===== config.mk =====
export PLATFORM = sky130hd
export DESIGN_NAME = tournament_max_finder_flat
export DESIGN_NICKNAME = d
export VERILOG_FILES = /design/src/rtl/tournament_max_finder_if.sv /design/src/rtl/tournament_max_finder.sv /design/src/flat_wrapper.sv
export SDC_FILE = /design/constraint.sdc
export NUM_CORES = 1
export LEC_CHECK = 0
export CORE_MARGIN = 4
export CORE_UTILIZATION = 35
export CTS_CLUSTER_DIAMETER = 120
export CTS_CLUSTER_SIZE = 8
export DETAILED_ROUTE_END_ITERATION = 10
export PLACE_DENSITY_LB_ADDON = 0.3
export SYNTH_ARGS = -nofsm -noshare
export SYNTH_HDL_FRONTEND = slang
export SYNTH_SLANG_ARGS = --single-unit

===== constraint.sdc =====
create_clock -name clk -period 4.7 [get_ports clk]
set_input_delay 0.94 -clock clk [delete_from_list [all_inputs] [get_ports clk]]
set_output_delay 0.94 -clock clk [all_outputs]
set_load 0.01 [all_outputs]

===== src/rtl/tournament_max_finder_if.sv =====
// -----------------------------------------------------------------------------
// tournament_max_finder_if
//   Handshake bundle for tournament_max_finder.
//   Input side : in_valid / in_ready with the N_IN-sample vector in_data.
//   Output side: out_valid / out_ready with out_value, out_index and the
//                round-1 pairwise compare vector round1_cmp; busy flags a
//                reduction in progress.
//   slave  modport : the reduction block.
//   master modport : the producer/consumer around it.
// -----------------------------------------------------------------------------
interface tournament_max_finder_if #(
  parameter int N_IN   = 16,
  parameter int DATA_W = 13
);
  localparam int LOG2N = $clog2(N_IN);

  logic                in_valid;
  logic                in_ready;
  logic [DATA_W-1:0]   in_data [0:N_IN-1];
  logic                out_valid;
  logic                out_ready;
  logic [DATA_W-1:0]   out_value;
  logic [LOG2N-1:0]    out_index;
  logic [N_IN/2-1:0]   round1_cmp;
  logic                busy;

  modport slave (
    input  in_valid, in_data, out_ready,
    output in_ready, out_valid, out_value, out_index, round1_cmp, busy
  );

  modport master (
    output in_valid, in_data, out_ready,
    input  in_ready, out_valid, out_value, out_index, round1_cmp, busy
  );
endinterface


===== src/rtl/tournament_max_finder.sv =====
// -----------------------------------------------------------------------------
// tournament_max_finder
//   Iterative tournament reduction over N_IN unsigned DATA_W-bit samples.
//   One layer of N_IN/2 pairwise comparators is reused for LOG2N rounds; the
//   winning value and its original input index are presented with a
//   valid/ready handshake. The round-1 compare outcomes are exported as
//   round1_cmp (bit i set when sample 2i+1 beat sample 2i).
//
//   Ports
//     clk    : clock, rising edge
//     rst_n  : asynchronous reset, active low (aborts any reduction)
//     bus    : tournament_max_finder_if.slave
//              in_valid/in_ready/in_data, out_valid/out_ready,
//              out_value/out_index/round1_cmp, busy
//
//   Configuration
//     TMF_MIN_MODE_EN : when defined the tournament selects the minimum
//                       instead of the maximum. Ties go to the even slot in
//                       both modes, so the lowest index wins on equal values.
// -----------------------------------------------------------------------------
module tournament_max_finder #(
  parameter int N_IN   = 16,
  parameter int DATA_W = 13
) (
  input  logic                   clk,
  input  logic                   rst_n,
  tournament_max_finder_if.slave bus
);
  localparam int LOG2N = $clog2(N_IN);
  localparam int NPAIR = N_IN / 2;

  typedef enum logic [1:0] {
    IDLE = 2'd0,
    RUN  = 2'd1,
    DONE = 2'd2
  } state_t;

  state_t              state_q, state_d;
  logic [LOG2N-1:0]    rnd_q, rnd_d;
  logic [DATA_W-1:0]   val_q [0:N_IN-1];
  logic [DATA_W-1:0]   val_d [0:N_IN-1];
  logic [LOG2N-1:0]    idx_q [0:N_IN-1];
  logic [LOG2N-1:0]    idx_d [0:N_IN-1];
  logic [NPAIR-1:0]    r1_q, r1_d;
  logic [DATA_W-1:0]   out_value_q, out_value_d;
  logic [LOG2N-1:0]    out_index_q, out_index_d;
  logic                in_ready_q, in_ready_d;
  logic                out_valid_q, out_valid_d;
  logic                busy_q, busy_d;

  // The odd slot only takes over on a strict win, which keeps the lower
  // index on ties.
  function automatic logic b_wins(input logic [DATA_W-1:0] a,
                                  input logic [DATA_W-1:0] b);
`ifdef TMF_MIN_MODE_EN
    return b < a;
`else
    return b > a;
`endif
  endfunction

  always_comb begin
    state_d     = state_q;
    rnd_d       = rnd_q;
    val_d       = val_q;
    idx_d       = idx_q;
    r1_d        = r1_q;
    out_value_d = out_value_q;
    out_index_d = out_index_q;

    case (state_q)
      IDLE: begin
        // in_ready_q is still low on the first cycle after reset release.
        if (bus.in_valid && in_ready_q) begin
          for (int j = 0; j < N_IN; j++) begin
            val_d[j] = bus.in_data[j];
            idx_d[j] = LOG2N'(j);
          end
          rnd_d   = '0;
          state_d = RUN;
        end
      end

      RUN: begin
        // Round r reduces the N_IN>>r live slots to N_IN>>(r+1); all reads
        // come from the _q copy, so writing slot i never disturbs the pair
        // 2i/2i+1 that feeds it.
        for (int i = 0; i < NPAIR; i++) begin
          if (i < (NPAIR >> rnd_q)) begin
            if (b_wins(val_q[2*i], val_q[2*i+1])) begin
              val_d[i] = val_q[2*i+1];
              idx_d[i] = idx_q[2*i+1];
            end else begin
              val_d[i] = val_q[2*i];
              idx_d[i] = idx_q[2*i];
            end
            if (rnd_q == '0) begin
              r1_d[i] = b_wins(val_q[2*i], val_q[2*i+1]);
            end
          end
        end
        rnd_d = rnd_q + LOG2N'(1);
        if (rnd_q == LOG2N'(LOG2N-1)) begin
          state_d     = DONE;
          out_value_d = val_d[0];
          out_index_d = idx_d[0];
        end
      end

      DONE: begin
        if (bus.out_ready) begin
          state_d = IDLE;
        end
      end

      default: state_d = IDLE;
    endcase

    // Handshake flags follow the next state so they are registered outputs.
    in_ready_d  = (state_d == IDLE);
    out_valid_d = (state_d == DONE);
    busy_d      = (state_d != IDLE);
  end

  always_ff @(posedge clk or negedge rst_n) begin
    if (!rst_n) begin
      state_q     <= IDLE;
      rnd_q       <= '0;
      r1_q        <= '0;
      out_value_q <= '0;
      out_index_q <= '0;
      in_ready_q  <= 1'b0;
      out_valid_q <= 1'b0;
      busy_q      <= 1'b0;
      for (int j = 0; j < N_IN; j++) begin
        val_q[j] <= '0;
        idx_q[j] <= '0;
      end
    end else begin
      state_q     <= state_d;
      rnd_q       <= rnd_d;
      r1_q        <= r1_d;
      out_value_q <= out_value_d;
      out_index_q <= out_index_d;
      in_ready_q  <= in_ready_d;
      out_valid_q <= out_valid_d;
      busy_q      <= busy_d;
      for (int j = 0; j < N_IN; j++) begin
        val_q[j] <= val_d[j];
        idx_q[j] <= idx_d[j];
      end
    end
  end

  assign bus.in_ready   = in_ready_q;
  assign bus.out_valid  = out_valid_q;
  assign bus.out_value  = out_value_q;
  assign bus.out_index  = out_index_q;
  assign bus.round1_cmp = r1_q;
  assign bus.busy       = busy_q;

endmodule

===== src/flat_wrapper.sv =====
// flat-port wrapper written by rule: the top's interface ports become plain ports
module tournament_max_finder_flat 
#(
  parameter int N_IN   = 16,
  parameter int DATA_W = 13
)
  (clk, rst_n, bus_in_valid, bus_in_data, bus_out_ready, bus_in_ready, bus_out_valid, bus_out_value, bus_out_index, bus_round1_cmp, bus_busy);
  tournament_max_finder_if #(.N_IN(N_IN), .DATA_W(DATA_W)) bus_i ();
  input  logic clk;
  input  logic rst_n;
  input wire logic [$bits(bus_i.in_valid)-1:0] bus_in_valid;
  input wire logic [$bits(bus_i.in_data)-1:0] bus_in_data;
  input wire logic [$bits(bus_i.out_ready)-1:0] bus_out_ready;
  output wire logic [$bits(bus_i.in_ready)-1:0] bus_in_ready;
  output wire logic [$bits(bus_i.out_valid)-1:0] bus_out_valid;
  output wire logic [$bits(bus_i.out_value)-1:0] bus_out_value;
  output wire logic [$bits(bus_i.out_index)-1:0] bus_out_index;
  output wire logic [$bits(bus_i.round1_cmp)-1:0] bus_round1_cmp;
  output wire logic [$bits(bus_i.busy)-1:0] bus_busy;
  assign bus_i.in_valid = bus_in_valid;
  assign bus_i.in_data = {>>{bus_in_data}};
  assign bus_i.out_ready = bus_out_ready;
  assign bus_in_ready = bus_i.in_ready;
  assign bus_out_valid = bus_i.out_valid;
  assign bus_out_value = bus_i.out_value;
  assign bus_out_index = bus_i.out_index;
  assign bus_round1_cmp = bus_i.round1_cmp;
  assign bus_busy = bus_i.busy;
  tournament_max_finder #(.N_IN(N_IN), .DATA_W(DATA_W)) u_core (.clk(clk), .rst_n(rst_n), .bus(bus_i));
endmodule

==> results list <==
* Result of the run: finished clean
- The finished layout holds 2355 standard cells, fillers aside.
- The H-tree was split into 2 levels.
* Part of the cycle the worst path needs: between 60% and 70%
- Number of global-route vias before repair: 12600
* Worst Tran Pin Value: around 1.2 ns
- Setup violators final: 0
* Clock transition time at the flip-flop clock pins of the worst setup and hold paths: about 0.05 ns
- Worst clock skew on the final layout: ~0.019 ns
- STA classifies the critical path endpoint as a flip-flop.
* Num Clock Sinks: 272
- Together, buffers and inverters on the worst path number 1.
* Post-cts hold buffer count: 0
- Die Wd: 215 µm
- Global routing consumed, on the met3 layer, 3.64% of the routing resources.
- Cells after Synth: 1605
* Total cell area at the placement stage: approximately 0.018 mm²
- The final layout contains roughly 2100 nets.
* Die Area: approximately 0.046 mm²
* Leading register cell type out of synthesis: sky130_fd_sc_hd__dfrtp_1
- Counting the buffers created by CTS gives 39.
* Crit-path leading delay family: simple AND/OR/NAND/NOR gates
- For this design the static power due to leakage is around 8.6 nW.
- The worst setup path is launched from a flip-flop.
* Fmax: between 0.3 and 0.4 GHz
- Maximum number of pins on one net before global-route repair: between 80 and 90
- Final Routed Wirelength: approximately 46000 µm
- The floorplan has between 70 and 80 rows.
- The synthesized netlist devotes 0% of its cell area to XOR and XNOR gates.
- EDFF count, synth: 0
- TritonCTS built the clock tree.
* Final Cell Area: between 0.015 and 0.02 mm²
* Portion of netlist area occupied by mux cells: under 10%
- A synthesized cell averages ~9.3 µm².
- Post-detailed-route wirelength per cell: 19.5 µm
- Of the synthesized area, sequential elements account for a little under half.
- Adding up every negative setup slack in the final design gives 0 ns.
- First-pass detailed-route iteration total: 5
- Global routing consumed, on the met2 layer, between 30% and 40% of the routing resources.
* Data required time at the worst endpoint: 5.10 ns
- Of all flip-flops after synthesis, the portion carrying an async set or reset was 100%.
- Setup CP Type: reg -> reg
- In this run, the number of DRC markers left after iteration 0 of detailed routing was ~1100.
* Summed instance area of the synthesized netlist: approximately 0.015 mm²
- Cells traversed along the worst timing path: nor4b_4 -> nand2_1 -> nor2_2 -> buf_4 -> nor3_1 -> a21oi_1 -> o311ai_1
* Power density over cell area: roughly 760 mW/mm²
* Slowest cell on the critical path: sky130_fd_sc_hd__nor2_2
- Port buffering added about 240 buffers.
- After global routing the overflow that remains totals 0.
- The routed layout has roughly 13000 vias.
- Number of DRC violations after detailed routing: 0
- After detailed routing, the number of vias per cell comes to around 5.4.
- Worst-skew pair later-pin latency: between 0.5 and 0.6 ns
- The number of pins exceeding their max-slew limit in the final report was 0.
* Hold WC Path Type: in -> async
* Antenna fix cells: 0
- Maximum net fanout on the critical path: 18
- For the worst setup path, the data arrival time is 3.44 ns.
* Routability congestion estimate from global placement: slightly below 0.9
* Post-layout util: between 40 and 50%
* First-pass GRT wire length: between 70000 and 80000 µm
- Unrepaired setup endpoints after global routing: false
- Summing internal, switching and leakage power gives between 10 and 15 mW.
- Compared with the post-synthesis result, the final layout area differs by 25.8%.
* Met1 track demand over resource: between 20% and 30%
- Number of top-level pins: 240
* Unique cell type count in the Yosys netlist: 64
- Cells with a size suffix above 1 make up between 5 and 6% of the layout.
- Flip-flop and latch count after synthesis: ~270
- Across the VDD grid, the largest voltage drop is about 0.36 mV.
* Count of instances resized after the clock tree is built: 0
* Share of the synthesized area in compound gates (AO/OA/AOI/OAI): 17.2%
- In this run the post-CTS setup repair buffer count came out at 0.
- For this configuration, the core starts out at a cell density of between 30% and 40%.
* Delay contributed by the slowest stage of the critical path: 0.80 ns
- Synth Area in Simple Gates: between 15 and 20%
* Global routing's busiest layer: met2
- For this run, the number of Yosys warnings is 0.
- Post-DP HPWL: 34400 µm
* Number of max-cap violations: 0
- Clock tree synthesis selected as its root buffer the cell sky130_fd_sc_hd__clkbuf_16.
* Adder and majority gate portion of the synthesized area: between 8 and 9%
* Dominant combinational cell family by area after synthesis: compound AO/OA/AOI/OAI gates
- Standard cell core area: around 0.042 mm²
- The longest clock path from root to sink contains 3 buffers.
- The worst path needs ~3 ns of the cycle, external delays included.
- Fin Hold WS: around 0.39 ns
- Post-placement cell count: about 2300
- Vertical extent of the die: 215 µm
- Antenna Nets Post-Route: 0
- Setup slack on the critical path of the routed design comes to about 1.7 ns.
* Antenna violations before repair: 0
- Max-slew headroom: between 20% and 30%
- Synthesized netlist net count: a little under 2000
- Global-route usage over all layers: 19.5%
- Before CTS, the worst setup slack after placement is between 1 and 1.5 ns.
* Number of endpoints with negative hold slack in the final report: 0
## area by class of cell
class / instances / area, µm²
Clock buffer: 39 / 976
Clock inverter: 2 / 32.5
Fill cell: 4012 / 23300
Inverter: 111 / 417
Multi-Input combinational cell: 1135 / 7400
Sequential cell: 272 / 6810
Tap cell: 539 / 674
Timing Repair Buffer: 257 / 2570
## synth_stat cells (8+ instances only)
master,number,area share [%]
sky130_fd_sc_hd__inv_1,111,2.8
sky130_fd_sc_hd__a21oi_1,100,3.3
sky130_fd_sc_hd__a32oi_1,9,0.53
sky130_fd_sc_hd__nor2_1,43,1.1
sky130_fd_sc_hd__a221o_1,14,0.93
sky130_fd_sc_hd__dfrtp_1,272,45
sky130_fd_sc_hd__a31oi_1,14,0.58
sky130_fd_sc_hd__buf_2,17,0.57
sky130_fd_sc_hd__a221oi_1,20,1.2
sky130_fd_sc_hd__and2_1,14,0.58
sky130_fd_sc_hd__mux2i_1,105,7.0
sky130_fd_sc_hd__and3_1,34,1.4
sky130_fd_sc_hd__and4_1,8,0.47
sky130_fd_sc_hd__o21ai_1,20,0.67
sky130_fd_sc_hd__nor3_1,33,1.1
sky130_fd_sc_hd__o211ai_1,21,1.1
sky130_fd_sc_hd__buf_1,8,0.20
sky130_fd_sc_hd__ha_1,106,8.8
sky130_fd_sc_hd__o21ai_0,139,4.6
sky130_fd_sc_hd__o22ai_1,15,0.63
sky130_fd_sc_hd__clkbuf_1,55,1.4
sky130_fd_sc_hd__nand4_1,10,0.42
sky130_fd_sc_hd__or4_1,10,0.50
sky130_fd_sc_hd__a21o_1,11,0.55
sky130_fd_sc_hd__nand2_1,280,7.0
sky130_fd_sc_hd__nand3_1,47,1.6
## power by group
part,total (mW),switching [mW],internal (mW)
registers,4.37,0.896,3.47
clock network,2.47,1.01,1.46
logic,7.46,4.36,3.10
total,14.3,6.26,8.04
## worst paths after layout
kind                                       start  slack (ns)                 endpoint  cells after the start
max in group asynchronous                  rst_n        3.26         u_core.val_q[37]                      2
worst min register to register  u_core.idx_q[46]        0.48         u_core.idx_q[46]                      2
worst max register to register   u_core.rnd_q[2]        1.66        u_core.val_q[154]                      7
min in group clk                u_core.idx_q[46]        0.48         u_core.idx_q[46]                      2
worst max-delay path             u_core.rnd_q[2]        1.66        u_core.val_q[154]                      7
worst min-delay path                       rst_n        0.39  u_core.bus.out_value[3]                      1
## state kept, by name, indices dropped and copies added (netlist names)
signal                 cells
u_core.state_q             2
u_core.rnd_q               4
u_core.bus.in_ready        1
u_core.bus.out_value      13
u_core.idx_q              30
u_core.bus.out_valid       1
u_core.bus.busy            1
u_core.val_q             208
u_core.bus.round1_cmp      8
u_core.bus.out_index       4
## metal layers
layer  wire (µm)  share of wire, %
met4        1150               2.5
met5           0                 0
met2       20900                45
met1       21100                46
met3        2770               6.0
## cell usage in the layout, fill, tap and decap left out, drive strengths merged, types with 3 or more instances in the layout
cell type / n
o21ai: 159
nand2: 280
dfrtp: 272
mux2i: 105
and4: 11
o311ai: 7
nor2: 46
o221ai: 3
buf: 19
a21oi: 104
inv: 111
clkdlybuf4s50: 238
a32oi: 9
nand3: 48
and3: 35
o211ai: 21
a22o: 7
a31oi: 16
or3: 3
a221oi: 20
nand4: 10
clkbuf: 39
mux2: 4
or4: 11
nor3: 35
a221o: 14
o22ai: 15
nand2b: 4
ha: 106
o31ai: 7
and2: 14
or2: 4
a21o: 12
nor2b: 6
## cell families after synthesis
logic type | after synthesis
buf+inv | 198
mux | 109
simple gates | 512
compound gates | 408
flops | 272
fa+ha+maj | 106
Note: power is estimated with default switching activity, not from simulation.
